File: config.mk
export PLATFORM = sky130hd
export DESIGN_NAME = uart_rx_byte
export DESIGN_NICKNAME = d
export VERILOG_FILES = /design/src/rtl/uart_rx_byte.sv
export SDC_FILE = /design/constraint.sdc
export NUM_CORES = 1
export LEC_CHECK = 0
export ABC_AREA = 1
export CAP_MARGIN = 10
export CORE_MARGIN = 3
export CORE_UTILIZATION = 30
export DETAILED_ROUTE_END_ITERATION = 10
export GPL_TIMING_DRIVEN = 0
export PLACE_DENSITY = 0.44
export SYNTH_ARGS = -nofsm -noshare
export SYNTH_HDL_FRONTEND = slang
export SYNTH_SLANG_ARGS = --single-unit
File: constraint.sdc
create_clock -name clk -period 3.25 [get_ports clk]
set_clock_uncertainty 0.1 [all_clocks]
set_input_delay 0.4875 -clock clk [delete_from_list [all_inputs] [get_ports clk]]
set_output_delay 0.4875 -clock clk [all_outputs]
set_load 0.01 [all_outputs]
File: src/rtl/uart_rx_byte.sv
// uart_rx_byte
//   Oversampling 8N1 UART receiver, LSB first. Every good byte appears on
//   rx_data together with a one-cycle rx_valid strobe. A frame whose stop bit
//   is sampled low is dropped and reported with a one-cycle frame_err strobe.
//
// Ports
//   clk        system clock, rising edge
//   rst        synchronous, active-high reset
//   rx         asynchronous serial input, idle high
//   rx_data    last good byte, held between frames
//   rx_valid   one-cycle strobe, rx_data is new on this cycle
//   frame_err  one-cycle strobe, stop bit was low
//   busy       high while a frame is being received
module uart_rx_byte #(
    parameter int CLK_FREQ = 50_000_000,
    parameter int BAUD     = 115_200
) (
    input  logic       clk,
    input  logic       rst,
    input  logic       rx,
    output logic [7:0] rx_data,
    output logic       rx_valid,
    output logic       frame_err,
    output logic       busy
);

    localparam int CLKS_PER_BIT = CLK_FREQ / BAUD;
    localparam int HALF         = CLKS_PER_BIT / 2;
    localparam int CW           = $clog2(CLKS_PER_BIT);
    localparam logic [CW-1:0] CNT_HALF = CW'(HALF - 1);
    localparam logic [CW-1:0] CNT_LAST = CW'(CLKS_PER_BIT - 1);

    generate
        if (CLKS_PER_BIT < 4) begin : g_bad_rate
            $error("uart_rx_byte: CLK_FREQ/BAUD must be at least 4");
        end
    endgenerate

    typedef enum logic [2:0] {WAIT_IDLE, IDLE, START, DATA, STOP} state_t;

    state_t          state, state_d;
    logic            rx_m, rx_s;
    logic [CW-1:0]   bit_cnt, cnt_d;
    logic [2:0]      bit_idx, idx_d;
    logic [7:0]      shreg, sh_d;
    logic [7:0]      data_d;
    logic            valid_d, err_d, busy_d;
    logic            in_frame, in_frame_d;

    // Reset to 1 so the synchronizer looks idle coming out of reset.
    always_ff @(posedge clk) begin
        if (rst) begin
            rx_m <= 1'b1;
            rx_s <= 1'b1;
        end else begin
            rx_m <= rx;
            rx_s <= rx_m;
        end
    end

    always_ff @(posedge clk) begin
        if (rst) begin
            state     <= WAIT_IDLE;
            bit_cnt   <= '0;
            bit_idx   <= '0;
            shreg     <= '0;
            rx_data   <= '0;
            rx_valid  <= 1'b0;
            frame_err <= 1'b0;
            busy      <= 1'b0;
        end else begin
            state     <= state_d;
            bit_cnt   <= cnt_d;
            bit_idx   <= idx_d;
            shreg     <= sh_d;
            rx_data   <= data_d;
            rx_valid  <= valid_d;
            frame_err <= err_d;
            busy      <= busy_d;
        end
    end

    always_comb begin
        state_d = state;
        cnt_d   = bit_cnt;
        idx_d   = bit_idx;
        sh_d    = shreg;
        data_d  = rx_data;
        valid_d = 1'b0;
        err_d   = 1'b0;
        case (state)
            // A low line here is either stuck or mid-frame; never a start bit.
            WAIT_IDLE: if (rx_s) state_d = IDLE;
            IDLE: begin
                if (!rx_s) begin
                    cnt_d   = '0;
                    state_d = START;
                end
            end
            // Re-check the start bit at its centre to reject glitches.
            START: begin
                cnt_d = bit_cnt + CW'(1);
                if (bit_cnt == CNT_HALF) begin
                    if (!rx_s) begin
                        cnt_d   = '0;
                        idx_d   = '0;
                        state_d = DATA;
                    end else begin
                        state_d = IDLE;
                    end
                end
            end
            // Counting from the start-bit centre puts every sample mid-bit.
            DATA: begin
                if (bit_cnt == CNT_LAST) begin
                    sh_d  = {rx_s, shreg[7:1]};
                    cnt_d = '0;
                    idx_d = bit_idx + 3'd1;
                    if (bit_idx == 3'd7) state_d = STOP;
                end else begin
                    cnt_d = bit_cnt + CW'(1);
                end
            end
            // Leaving at the stop-bit centre leaves half a bit to catch the
            // next start edge in IDLE.
            STOP: begin
                if (bit_cnt == CNT_LAST) begin
                    if (rx_s) begin
                        data_d  = shreg;
                        valid_d = 1'b1;
                        state_d = IDLE;
                    end else begin
                        err_d   = 1'b1;
                        state_d = WAIT_IDLE;
                    end
                end else begin
                    cnt_d = bit_cnt + CW'(1);
                end
            end
            default: state_d = WAIT_IDLE;
        endcase
    end

    // busy rises one cycle after START is entered and drops on the same
    // cycle as the end-of-frame strobe.
    assign in_frame   = (state == START) || (state == DATA) || (state == STOP);
    assign in_frame_d = (state_d == START) || (state_d == DATA) || (state_d == STOP);
    assign busy_d     = in_frame && in_frame_d;

endmodule

=== Word-level counts from Yosys, hierarchy flattened ===
Cells that the tools add are included.

* $add $sub $neg: 2
* $mul: 0
* Div/mod/pow operators: 0
* $lt $le $gt $ge: 0
* Equal/unequal tests: 15
* Shift operators: 0
* Mux-type cells: 21
* Bitwise operators: 2
* Reduce and logical (&&, ||, !) cells: 13

{| class="wikitable"
|+ Operator list
! operator !! number
|-
| $mux W9 || 5
|-
| $pmux W9 S4 || 1
|-
| $mux W3 || 9
|-
| $pmux W3 S5 || 1
|-
| $eq A3 B2 Y1 const B || 4
|-
| $ne A2 B2 Y1 const B || 5
|-
| $add A9 B1 Y9 const B || 1
|-
| $eq A3 B3 Y1 const B || 3
|-
| $eq A9 B8 Y1 const B || 1
|-
| $eq A9 B9 Y1 const B || 1
|-
| $pmux W3 S2 || 1
|-
| $reduce_and A3 Y1 || 2
|-
| $logic_or A1 B1 Y1 || 4
|-
| $reduce_and A4 Y1 || 1
|-
| $reduce_bool A4 Y1 || 1
|-
| $add A3 B1 Y3 const B || 1
|-
| $eq A3 B1 Y1 const B || 1
|-
| $logic_not A3 Y1 || 1
|-
| $mux W1 || 3
|-
| $reduce_or A3 Y1 || 1
|-
| $mux W2 || 1
|-
| $not A1 Y1 || 2
|-
| $reduce_and A2 Y1 || 1
|-
| $reduce_bool A2 Y1 || 1
|-
| $logic_and A1 B1 Y1 || 1
|}

* Register bits: 36
* Bits in latches: 0
* Memory bits (writable): 0
* ROM bits: 0
* Bits of input ports: 3
* Output and inout bits: 11
* Word-level logic and storage cells: 63
* Memories kept: 0

=== Logic depth before layout (Yosys ltp) ===
Gate-level depths: netlist of the first run.

* Depth in word-level cells: 8
* Mapped depth: 11
* Mapped depth without buffers: 11

=== Worst setup path before layout of the first run ===
OpenSTA, ideal clock, no wires.

* Kind: flip-flop to flip-flop
* Start: register bit_cnt[0]
* End: register bit_idx[1]
* Library setup time: 0.131 ns
* Data arrival time: 1.305 ns
* Required time: 3.019 ns
* Path slack: 1.714 ns
* Stages on the path, launching flop included: 9
* Path buffers: 0
* Clock period less this slack: 1.536 ns
* Path through: dfxtp_1 ha_1 nand2_1 nor2_2 nand2_1 a21oi_1 nand2_1 nand2_1 a21oi_1

* Cells in the longest elaborated chain, start to end: 3
* Elaborated cells between the ends (all ways): 5
* Classes of those cells: 4 x eq/ne; 1 x reduce/logical

{| class="wikitable"
|+ RTL lines
! what !! line !! text
|-
| from (decl) || 43 || <nowiki>logic [CW-1:0] bit_cnt, cnt_d;</nowiki>
|-
| from (signal assigned) || 73 || <nowiki>bit_cnt <= cnt_d;</nowiki>
|-
| $eq A9 B9 Y1 or $eq A9 B8 Y1 (tied branches) || 115, 103 ||
|-
| $ne A2 B2 Y1 (no source line) || - ||
|-
| $reduce_and A4 Y1 (no source line) * || - ||
|-
| to (signal assigned) || 74 || <nowiki>bit_idx <= idx_d;</nowiki>
|-
| to (decl) || 44 || <nowiki>logic [2:0] bit_idx, idx_d;</nowiki>
|}

Every way passes the cells marked *; elsewhere a longest branch is shown, timed or not.
A chain may end at the register's enable or synchronous reset.

=== Final worst setup path of the first run ===
* Start: register bit_cnt[0]
* End: register bit_cnt[8]

* Cells in the longest elaborated chain, start to end: 4
* Elaborated cells between the ends (all ways): 10
* Classes of those cells: 1 x add/sub; 3 x eq/ne; 5 x mux; 1 x reduce/logical

{| class="wikitable"
|+ RTL lines
! what !! line !! text
|-
| $add A9 B1 Y9 || 102, 121, 137 ||
|-
| $mux W9 || 104 || <nowiki>if (!rx_s) begin</nowiki>
|-
| $mux W9 || 103 || <nowiki>if (bit_cnt == CNT_HALF) begin</nowiki>
|-
| $pmux W9 S4 || 91 || <nowiki>case (state)</nowiki>
|}

Parallel ways exist; a longest one is shown, timed or not. The select of a mux whose other input is x is not followed.

==> summary.txt, run 1 <==
Run status
  – Outcome: complete, no violations

Yosys
  – Synth Warn #: 0
  – Synthesized flop and latch total: 36
  – Top cells by area, synth: dfxtp_1, nand2_1, a21oi_1
  – Syn Area/Cell: 7.69 um^2
  – Share of the synthesized area in the top cell type: 43.2%
  – Unique masters post-synth: 31
  – Register area share after synthesis: 43.2%
  – Syn Nets: 225
  – Post-synth top area cell: dfxtp_1
  – Synthesized instance count: 217
  – Mapped Area: 0.00167 mm^2

Job
  – Max-cap violations: 0

Setup path
  – CP arrival: 1910 ps
  – Slowest stage cell, crit path: dfxtp_1
  – Crit path kind: register to register
  – Required @ worst endpoint: 3330 ps
  – CP delay by family, top: simple AND/OR/NAND/NOR gates
  – Buf/Inv on CP: 1
  – Worst r2r src: bit_cnt[0]
  – Worst setup EP type: register
  – Crit-path max cell delay: 350 ps
  – R2r endpoint: bit_cnt[8]
  – Flop-to-flop setup slack: 1430 ps
  – Startpoint Class: register
  – Crit Path Max Fanout: 7
  – FF-to-FF path depth: 11
  – Crit-path cells: inv_1, ha_1, nand2_1, nor2_1, nand3_1, nand2_1, nand2_1, nand2_2, nand2_2, nand2_1, nor2_1
  – Cell mode on critical path: nand2_1

Global routing
  – M1 GR Usage: 17.6%
  – Initial antenna violation count: 0
  – Number of global-route vias before repair: 1414
  – Overflow after GRT: 0
  – Routing usage on met2: 20.7%
  – Largest net degree at the start of global routing: 13
  – Overall Global Routing Usage: 13.3%
  – First-pass GRT wire length: 6610 um
  – GRT busiest layer: met2
  – GRT met3 Usage: 4.37%

Placed design
  – Final HPWL DP: 2740 um
  – Dpl ws: 1140 ps
  – RD Place Congestion: 0.788
  – Number of I/O port buffers: 13

CTS
  – CTS buffer count: 5
  – Root Buffer: clkbuf_8
  – Clock insertion delay at the later pin of the skew report: 290 ps
  – Hold buffers post-CTS: 0
  – TritonCTS clock tree: built
  – Clk buf depth: 2
  – Postcts setup bufs: 0
  – # clock sinks: 36
  – H-tree level count: 2
  – Post-CTS Resized: 0
  – Clk pin slew, worst setup/hold paths: 80 ps

Power and ir drop
  – VDD IR max: 0.199 mV
  – LEAKAGE: 0.000748 uW
  – Power density cells: 406 mW/mm^2

Floorplan
  – Die area: 0.00649 mm^2
  – Core ar.: 0.00524 mm^2
  – Row count: 26
  – Die extent in y: 80.6 um
  – Die width: 80.6 um
  – Io pins: 14
  – Initial core utilization: 31.8%

Detailed routing
  – Post-route DRC violation count: 0
  – Post-route ant nets: 0
  – Post-Route WL: 3690 um
  – Wire length per cell: 12.0 um
  – Initial DRT Pass Iterations: 4
  – Initial drt markers: 72
  – Via count: 1405
  – Vias per inst: 4.56

Final layout
  – Most common cell after layout, fill and taps aside: nand2_1
  – Layout cell share with drive strength beyond 1: 13.4%
  – Ant. Diodes: 0
  – Filler cells: 569
  – Nets: 245
  – Commonest non-fill, non-tap cells in the layout: nand2_1, dfxtp_1, a21oi_1
  – Synthesis-to-finish area growth: 18.3%

Min path
  – Min-Delay Path Class: register to register
  – Hold Path Sink: rx_s
  – Hold_sp: rx_m
  – Hold Crit Depth: 1

STA
  – Fin Setup TNS: 0 ps
  – Tcrit/Tclk final: 56.1%
  – Max-Slew Margin vs Limit: 71.8%
  – Unrepaired setup endpoints after global routing: no
  – Fmax: 0.548 GHz
  – Final setup margin: 1430 ps
  – Crit path time final: 1820 ps
  – Least-Margin Pin Slew: 423 ps
  – Final setup violating endpoints: 0
  – Slew Limit Fails: 0
  – Fin. Hold Viols: 0
[final cells by class]
class / count / area, um^2 / share of cell area [%]
buffer: 4 / 23.8 / 1.20
tap: 70 / 87.6 / 4.44
clock inverter: 3 / 18.8 / 0.951
sequential: 36 / 721 / 36.5
multi-input combinational: 148 / 815 / 41.3
timing repair buffer: 13 / 130 / 6.59
clock buffer: 5 / 68.8 / 3.49
inverter: 29 / 109 / 5.52
[stage by stage]
step | util [%] | power, uW | std cells | hold slack, ps | cell area (um^2)
finish | 37.7 | 800 | 308 | 314 | 1970
global placement | 36.0 | 494 | 300 | 295 | 1890
detailed placement | 36.0 | 494 | 300 | 298 | 1890
CTS | 37.7 | 817 | 308 | 316 | 1970
floorplan | - | 483 | 217 | 289 | 1670
global route | 37.7 | 845 | 308 | 323 | 1970
[worst reg2reg max path, stage by stage (launching register included)]
cell     delay, ps
dfxtp_1        350
inv_1           90
ha_1           150
nand2_1         50
nor2_1         200
nand3_1        140
nand2_1        190
nand2_1         90
nand2_2        160
nand2_2         90
nand2_1         70
nor2_1          30
[worst max-delay path by stage]
stage,start,to,depth (start not counted)
after floorplan,bit_cnt[0],bit_idx[1],8
after global placement,rst,bit_cnt[8],7
after detailed placement,rst,bit_cnt[8],7
after CTS,bit_cnt[0],bit_cnt[8],11
after global routing,bit_cnt[0],bit_cnt[6],11
final,bit_cnt[0],bit_cnt[8],11
[synthesized netlist by cell type]
cell type	instances
nand3_2	1
inv_2	3
o21ai_0	19
nor2_4	1
xor2_1	1
a21boi_0	1
or2_2	2
ha_1	5
nor4_1	1
nand2_4	2
nand3_4	1
nand2_1	38
dfxtp_1	36
nor2_8	1
buf_1	1
a211oi_1	1
inv_1	26
o21ai_2	2
nor2_1	15
buf_6	1
nand4_1	4
nor2_2	2
clkbuf_1	1
a21oi_1	28
nor3_1	2
a21oi_2	2
nor3_2	2
nand2_2	3
a22oi_1	1
buf_2	1
nand3_1	13
[metal layers]
layer  vias to the layer above  wire length [um]
li1                        757                 -
met5                         -                 0
met1                       628              1870
met4                         0                27
met2                        18              1640
met3                         2               143
[cell families after synthesis]
family          count (synthesis)  share of synthesized area, %
simple gates                   88                          27.0
compound gates                 54                          17.6
flops                          36                          43.2
buf+inv                        33                          7.95
fa+ha+maj                       5                          3.75
xor+xnor                        1                         0.525
[where the power goes]
part	internal (uW)	total [uW]	switching, uW
clock network	149	317	168
logic	12.2	35.3	23.1
registers	444	448	3.41
[state kept, by name, indices dropped and copies added (netlist names)]
| signal | flops |
|---|---|
| bit_cnt | 9 |
| rx_data | 8 |
| shreg | 8 |
| bit_idx | 3 |
| state | 3 |
| busy | 1 |
| frame_err | 1 |
| rx_m | 1 |
| rx_s | 1 |
| rx_valid | 1 |
Note: power is estimated with default switching activity, not from simulation.
==> run 2: changes to the inputs <==
--- a/config.mk
+++ b/config.mk
@@ -11,7 +11,7 @@
 export CORE_UTILIZATION = 30
 export DETAILED_ROUTE_END_ITERATION = 10
 export GPL_TIMING_DRIVEN = 0
-export PLACE_DENSITY = 0.44
+export PLACE_DENSITY = 0.45
 export SYNTH_ARGS = -nofsm -noshare
 export SYNTH_HDL_FRONTEND = slang
 export SYNTH_SLANG_ARGS = --single-unit
==> constraint.sdc (replaced) <==
create_clock -name clk -period 1.5 [get_ports clk]
set_clock_uncertainty 0.1 [all_clocks]
set_input_delay 0.225 -clock clk [delete_from_list [all_inputs] [get_ports clk]]
set_output_delay 0.225 -clock clk [all_outputs]
set_load 0.01 [all_outputs]
==> run 2 against run 1 <==
Against the previous run:
- the flow now finishes with violations (negative setup slack)
- sequential share of layout area is 6.2 points lower
- register-to-register slack worse by 1500 ps
- clock-buffer cell count is 2 higher
- critical path depth is 1 lower
- total power is 130% higher
- routed wire length is 11% higher
- fmax is 14% higher
- via count is 6.5% higher
- die area stayed put
- clock power is 140% higher
- final area is 23% higher
- flip-flop and latch count stayed put
- critical path type unchanged
- largest power group unchanged
==> summary.txt, run 2 (same netlist as run 1, synthesis figures left out) <==
Run status
  – Outcome: finished, violations left (was complete, no violations)
  – Violated checks: negative setup slack

Final layout
  – Filler cells: 532 (was 569)
  – Multi-input gate area: 0.00104 mm^2 (was 815 um^2)
  – Layout cell share with drive strength beyond 1: 40.9% (was 13.4%)
  – Commonest non-fill, non-tap cells in the layout: dfxtp_1, nand2_1, a21oi_1 (was nand2_1, dfxtp_1, a21oi_1)
  – Synthesis-to-finish area growth: 44.9% (was 18.3%)
  – Top reg by flops: bit_cnt (unchanged)
  – Nets: 262 (was 245)
  – Ant. Diodes: 0 (unchanged)
  – Max FFs per register: 9 (unchanged)
  – Top flop regs: bit_cnt: 9 flops, rx_data: 8 flops, shreg: 8 flops (unchanged)
  – Register area: 733 um^2 (was 721 um^2)
  – Layout Cells excl Fill: 324 (was 308)
  – Most common cell after layout, fill and taps aside: dfxtp_1 (was nand2_1)

Placed design
  – Number of I/O port buffers: 13 (unchanged)
  – Final HPWL DP: 2600 um (was 2740 um)
  – Dpl ws: -298 ps (was 1140 ps)
  – RD Place Congestion: 0.774 (was 0.788)
  – Cells after DPL: 300 (unchanged)

Detailed routing
  – Initial drt markers: 41 (was 72)
  – Post-route DRC violation count: 0 (unchanged)
  – Initial DRT Pass Iterations: 4 (unchanged)
  – Post-route ant nets: 0 (unchanged)
  – Via count: 1496 (was 1405)
  – Vias per inst: 4.62 (was 4.56)
  – Post-Route WL: 4110 um (was 3690 um)
  – Wire length per cell: 12.7 um (was 12.0 um)

Power and ir drop
  – LEAKAGE: 0.00100 uW (was 0.000748 uW)
  – VDD IR max: 0.558 mV (was 0.199 mV)
  – Power density cells: 761 mW/mm^2 (was 406 mW/mm^2)

CTS
  – # clock sinks: 36 (unchanged)
  – Clk buf depth: 2 (unchanged)
  – Clock insertion delay at the later pin of the skew report: 280 ps (was 290 ps)
  – H-tree level count: 2 (unchanged)
  – Hold buffers post-CTS: 0 (unchanged)
  – Clk pin slew, worst setup/hold paths: 70 ps (was 80 ps)
  – TritonCTS clock tree: built (unchanged)
  – CTS buffer count: 5 (unchanged)
  – Root Buffer: clkbuf_8 (unchanged)

Setup path
  – CP arrival: 1680 ps (was 1910 ps)
  – Startpoint Class: register (unchanged)
  – Crit path kind: register to register (unchanged)
  – Worst setup EP type: register (unchanged)
  – Crit Path Max Fanout: 4 (was 7)
  – Required @ worst endpoint: 1580 ps (was 3330 ps)

STA
  – Max-Slew Margin vs Limit: 69.7% (was 71.8%)
  – Final setup margin: -103 ps (was 1430 ps)
  – Fin Setup TNS: -1390 ps (was 0 ps)
  – Worst-case hold slack: 325 ps (was 314 ps)
  – Fmax: 0.624 GHz (was 0.548 GHz)
  – Least-Margin Pin Slew: 454 ps (was 423 ps)
  – Unrepaired setup endpoints after global routing: yes (was no)
  – Tcrit/Tclk final: 107% (was 56.1%)
  – Slew Limit Fails: 0 (unchanged)
  – Fin. Hold Viols: 0 (unchanged)
  – Final setup violating endpoints: 22 (was 0)
  – Crit path time final: 1600 ps (was 1820 ps)

Global routing
  – First-pass GRT wire length: 6640 um (was 6610 um)
  – Largest net degree at the start of global routing: 11 (was 13)
  – Initial antenna violation count: 0 (unchanged)
  – Overflow after GRT: 0 (unchanged)
  – Overall Global Routing Usage: 13.1% (was 13.3%)
  – Number of global-route vias before repair: 1445 (was 1414)

Floorplan
  – Die area: 0.00649 mm^2 (unchanged)
  – Die width: 80.6 um (unchanged)
  – Row count: 26 (unchanged)
  – Core ar.: 0.00524 mm^2 (unchanged)
  – Die extent in y: 80.6 um (unchanged)
  – Io pins: 14 (unchanged)
  – Initial core utilization: 31.8% (unchanged)

Job
  – Max-cap violations: 0 (unchanged)

Min path
  – Min-Delay Path Class: register to register (unchanged)
run 2: cell type report:
class | instances | area share (%)
Inverter | 29 | 4.87
Clock buffer | 7 | 3.99
Buffer | 4 | 1.45
Sequential cell | 36 | 30.3
Multi-Input combinational cell | 148 | 43.2
Tap cell | 70 | 3.62
Timing Repair Buffer | 30 | 12.6
run 2: where the power goes:
| part | total, uW | internal (uW) | switching, uW |
|---|---|---|---|
| Combinational | 120 | 47.8 | 72.0 |
| Sequential | 973 | 963 | 10.5 |
| Clock | 747 | 409 | 337 |
run 2: path summary, 6_finish.rpt:
kind / cells past startpoint / slack [ps] / start / endpoint
worst min register to register: 1 / 330 / rx_m / rx_s
worst max register to register: 10 / -100 / bit_cnt[1] / bit_cnt[8]
worst max-delay path: 10 / -100 / bit_cnt[1] / bit_cnt[8]
worst min-delay path: 1 / 330 / rx_m / rx_s
run 2: repair_timing:
action | 4_1_cts | 5_1_grt
cloned | 1 | 1
setup buffers | 12 | 4
endpoints found under the setup margin | 34 | 36
gates resized for setup | 38 | 67
pin swaps | 7 | 9
run 2: through the flow:
stage | instance area [um^2] | util, % | power (uW)
2_1_floorplan | 1670 | - | 1050
6_report | 2420 | 46.2 | 1840
4_1_cts | 2210 | 42.3 | 1830
3_3_place_gp | 1890 | 36.0 | 1070
5_1_grt | 2420 | 46.2 | 1910
3_5_place_dp | 1890 | 36.0 | 1070
run 2: critical path, cell delays in order, from the launching register on:
cell and delay, ps:
dfxtp_2 340, inv_4 80, ha_4 150, nand2_4 50, nor2_4 150, nand3_4 150, buf_4 170, nand3_4 70
nor2_2 50, a21oi_1 120, nor2_1 50
run 2: routing by layer:
| layer | vias to the layer above | global-route usage (%) | wire (um) |
|---|---|---|---|
| li1 | 790 | - | - |
| met1 | 682 | 17.5 | 1990 |
| met2 | 15 | 19.9 | 1940 |
| met3 | 9 | 2.91 | 100 |
| met4 | 0 | 6.08 | 82 |
| met5 | - | 0 | 0 |
==> run 3: changes to the inputs <==
--- a/config.mk
+++ b/config.mk
@@ -12,6 +12,7 @@
 export DETAILED_ROUTE_END_ITERATION = 10
 export GPL_TIMING_DRIVEN = 0
 export PLACE_DENSITY = 0.45
+export SETUP_SLACK_MARGIN = 0.15
 export SYNTH_ARGS = -nofsm -noshare
 export SYNTH_HDL_FRONTEND = slang
 export SYNTH_SLANG_ARGS = --single-unit
==> run 3 against run 2 <==
Against the previous run:
- the run still ends with negative setup slack left
- first-iteration DRC count is 20% higher
- hold slack worse by 4.4 ps
- largest cell class unchanged
- via count is 0.40% higher
- final area is 1.2% lower
- critical path depth is 2 higher
- clock-buffer cell count is 1 lower
- sequential power hardly changed
- sequential share of layout area is 0.33 points higher
- register-to-register slack hardly changed
- utilization is 0.57 points lower
==> summary.txt, run 3 (same netlist as run 1, synthesis figures left out) <==
Final layout
  – Fin util: 45.6% (was 46.2%)
  – Max FFs per register: 9 (unchanged)
  – Top flop regs: bit_cnt: 9 flops, rx_data: 8 flops, shreg: 8 flops (unchanged)
  – Synthesis-to-finish area growth: 43.1% (was 44.9%)
  – Filler cells: 525 (was 532)
  – Layout cell share with drive strength beyond 1: 39.3% (was 40.9%)
  – Ant. Diodes: 0 (unchanged)
  – Commonest non-fill, non-tap cells in the layout: dfxtp_1, nand2_1, inv_1 (was dfxtp_1, nand2_1, a21oi_1)
  – Top reg by flops: bit_cnt (unchanged)
  – Nets: 264 (was 262)
  – Post-layout instance area: 0.00239 mm^2 (was 0.00242 mm^2)
  – Layout Cells excl Fill: 327 (was 324)
  – Most common cell after layout, fill and taps aside: dfxtp_1 (unchanged)

Detailed routing
  – Post-route ant nets: 0 (unchanged)
  – Initial DRT Pass Iterations: 4 (unchanged)
  – Initial drt markers: 49 (was 41)
  – Vias per inst: 4.59 (was 4.62)
  – Wire length per cell: 12.3 um (was 12.7 um)
  – Post-route DRC violation count: 0 (unchanged)
  – Post-Route WL: 4010 um (was 4110 um)
  – Via count: 1502 (was 1496)

STA
  – Fmax: 0.619 GHz (was 0.624 GHz)
  – Max-Slew Margin vs Limit: 69.0% (was 69.7%)
  – Crit path time final: 1620 ps (was 1600 ps)
  – Unrepaired setup endpoints after global routing: yes (unchanged)
  – Fin. Hold Viols: 0 (unchanged)
  – Worst-case hold slack: 321 ps (was 325 ps)
  – Slew Limit Fails: 0 (unchanged)
  – Final setup violating endpoints: 26 (was 22)
  – Least-Margin Pin Slew: 465 ps (was 454 ps)
  – Tcrit/Tclk final: 108% (was 107%)
  – Final setup margin: -116 ps (was -103 ps)

Setup path
  – R2r endpoint: bit_cnt[8] (unchanged)
  – Required @ worst endpoint: 1590 ps (was 1580 ps)
  – Flop-to-flop setup slack: -120 ps (was -100 ps)
  – Crit path kind: register to register (unchanged)
  – Worst r2r src: bit_cnt[0] (was bit_cnt[1])
  – Startpoint Class: register (unchanged)
  – Crit Path Max Fanout: 7 (was 4)
  – Worst setup EP type: register (unchanged)
  – CP arrival: 1700 ps (was 1680 ps)
  – FF-to-FF path depth: 12 (was 10)

Global routing
  – Number of global-route vias before repair: 1441 (was 1445)
  – Overall Global Routing Usage: 13.8% (was 13.1%)
  – Initial antenna violation count: 0 (unchanged)
  – Largest net degree at the start of global routing: 13 (was 11)
  – Overflow after GRT: 0 (unchanged)
  – First-pass GRT wire length: 6890 um (was 6640 um)

Min path
  – Min-Delay Path Class: register to register (unchanged)
  – Hold Crit Depth: 1 (unchanged)
  – Hold_sp: rx_m (unchanged)
  – Hold Path Sink: rx_s (unchanged)

Placed design
  – Dpl ws: -325 ps (was -298 ps)
  – Number of I/O port buffers: 13 (unchanged)
  – RD Place Congestion: 0.790 (was 0.774)
  – DP Area: 0.00197 mm^2 (was 0.00189 mm^2)
  – Final HPWL DP: 2700 um (was 2600 um)
  – Cells after DPL: 300 (unchanged)

CTS
  – # clock sinks: 36 (unchanged)
  – Clk pin slew, worst setup/hold paths: 80 ps (was 70 ps)
  – H-tree level count: 2 (unchanged)
  – Clk buf depth: 2 (unchanged)
  – Clock insertion delay at the later pin of the skew report: 290 ps (was 280 ps)
  – CTS buffer count: 5 (unchanged)
  – Root Buffer: clkbuf_8 (unchanged)
  – TritonCTS clock tree: built (unchanged)

Run status
  – Violated checks: negative setup slack (unchanged)
  – Outcome: finished, violations left (unchanged)

Floorplan
  – Die extent in y: 80.6 um (unchanged)
  – Initial core utilization: 31.8% (unchanged)
  – Core ar.: 0.00524 mm^2 (unchanged)
  – Io pins: 14 (unchanged)
  – Row count: 26 (unchanged)
  – Die area: 0.00649 mm^2 (unchanged)
  – Die width: 80.6 um (unchanged)

Power and ir drop
  – LEAKAGE: 0.000984 uW (was 0.00100 uW)
  – Power density cells: 795 mW/mm^2 (was 761 mW/mm^2)
  – VDD IR max: 0.417 mV (was 0.558 mV)

Job
  – Max-cap violations: 0 (unchanged)
-- run 3: changes by cell type in the layout (fill, tap and decap cells not counted), moves of 2 or more --
| cell | previous run | this run |
|---|---|---|
| o21ai_2 | 14 | 10 |
| clkdlybuf4s50_1 | 5 | 2 |
| nand3_2 | 4 | 6 |
| clkbuf_8 | 7 | 5 |
| o21ai_1 | 1 | 4 |
| dlygate4sd2_1 | 4 | 11 |
| o21ai_0 | 5 | 7 |
| buf_4 | 9 | 12 |
| dlymetal6s2s_1 | 4 | 0 |
-- run 3: metal layers --
metal  part of all wire (%)  global-route usage, %  vias up
met5                      0                      0        -
met4                    2.2                   6.08        0
met3                    2.7                   4.04        8
met2                     45                   21.4       18
met1                     50                   17.7      680
li1                       -                      -      796
-- run 3: through the flow --
stage               total power (uW)  TNS, ps
floorplan                       1060        0
global placement                1080    -5260
detailed placement              1080    -4970
CTS                             1920    -1010
global route                    1990    -5280
finish                          1900    -1900
-- run 3: worst max-delay path by stage --
| stage | startpoint | endpoint | slack [ps] | cells past startpoint |
|---|---|---|---|---|
| after global routing | bit_cnt[0] | bit_cnt[5] | -210 | 12 |
| after global placement | rst | bit_cnt[8] | -330 | 7 |
| after CTS | bit_cnt[1] | rx_data[3] | -90 | 9 |
| after detailed placement | rst | bit_cnt[6] | -320 | 7 |
| final | bit_cnt[0] | bit_cnt[8] | -120 | 12 |
| after floorplan | bit_cnt[1] | bit_cnt[8] | 60 | 11 |
-- run 3: power by group --
part           total [uW]  switching, uW  leakage [uW]  internal, uW
logic                 116           70.1      0.000637          45.7
registers             973           10.1      0.000294           963
clock network         810            385     0.0000523           425
-- run 3: worst max-delay path, stage by stage (launching register included) --
cell and delay [ps]:
dfxtp_4 370, buf_4 140, inv_4 50, ha_4 120
nand2_2 60, nor2_4 100, nand3_2 100, nand2_2 100
nand2_2 70, nand2_4 120, nand2_4 80, nand2_2 60
nor2_1 30
-- run 3: repair_timing --
item	CTS	global route
cloned	1	1
hold buffers	0	0
setup endpoints to repair	44	34
pin swaps	4	9
buffers inserted	10	7
resized for setup	54	22
-- run 3: layout make-up --
| type | instances | area [um^2] | area share, % |
|---|---|---|---|
| repair buffers | 31 | 268 | 11.2 |
| inverters | 29 | 116 | 4.87 |
| flip-flops and latches | 36 | 732 | 30.7 |
| well taps | 70 | 87.6 | 3.67 |
| clock buffers | 6 | 93.8 | 3.93 |
| clock inverters | 2 | 12.5 | 0.524 |
| plain buffers | 4 | 40.0 | 1.68 |
| multi-input cells | 149 | 1040 | 43.4 |
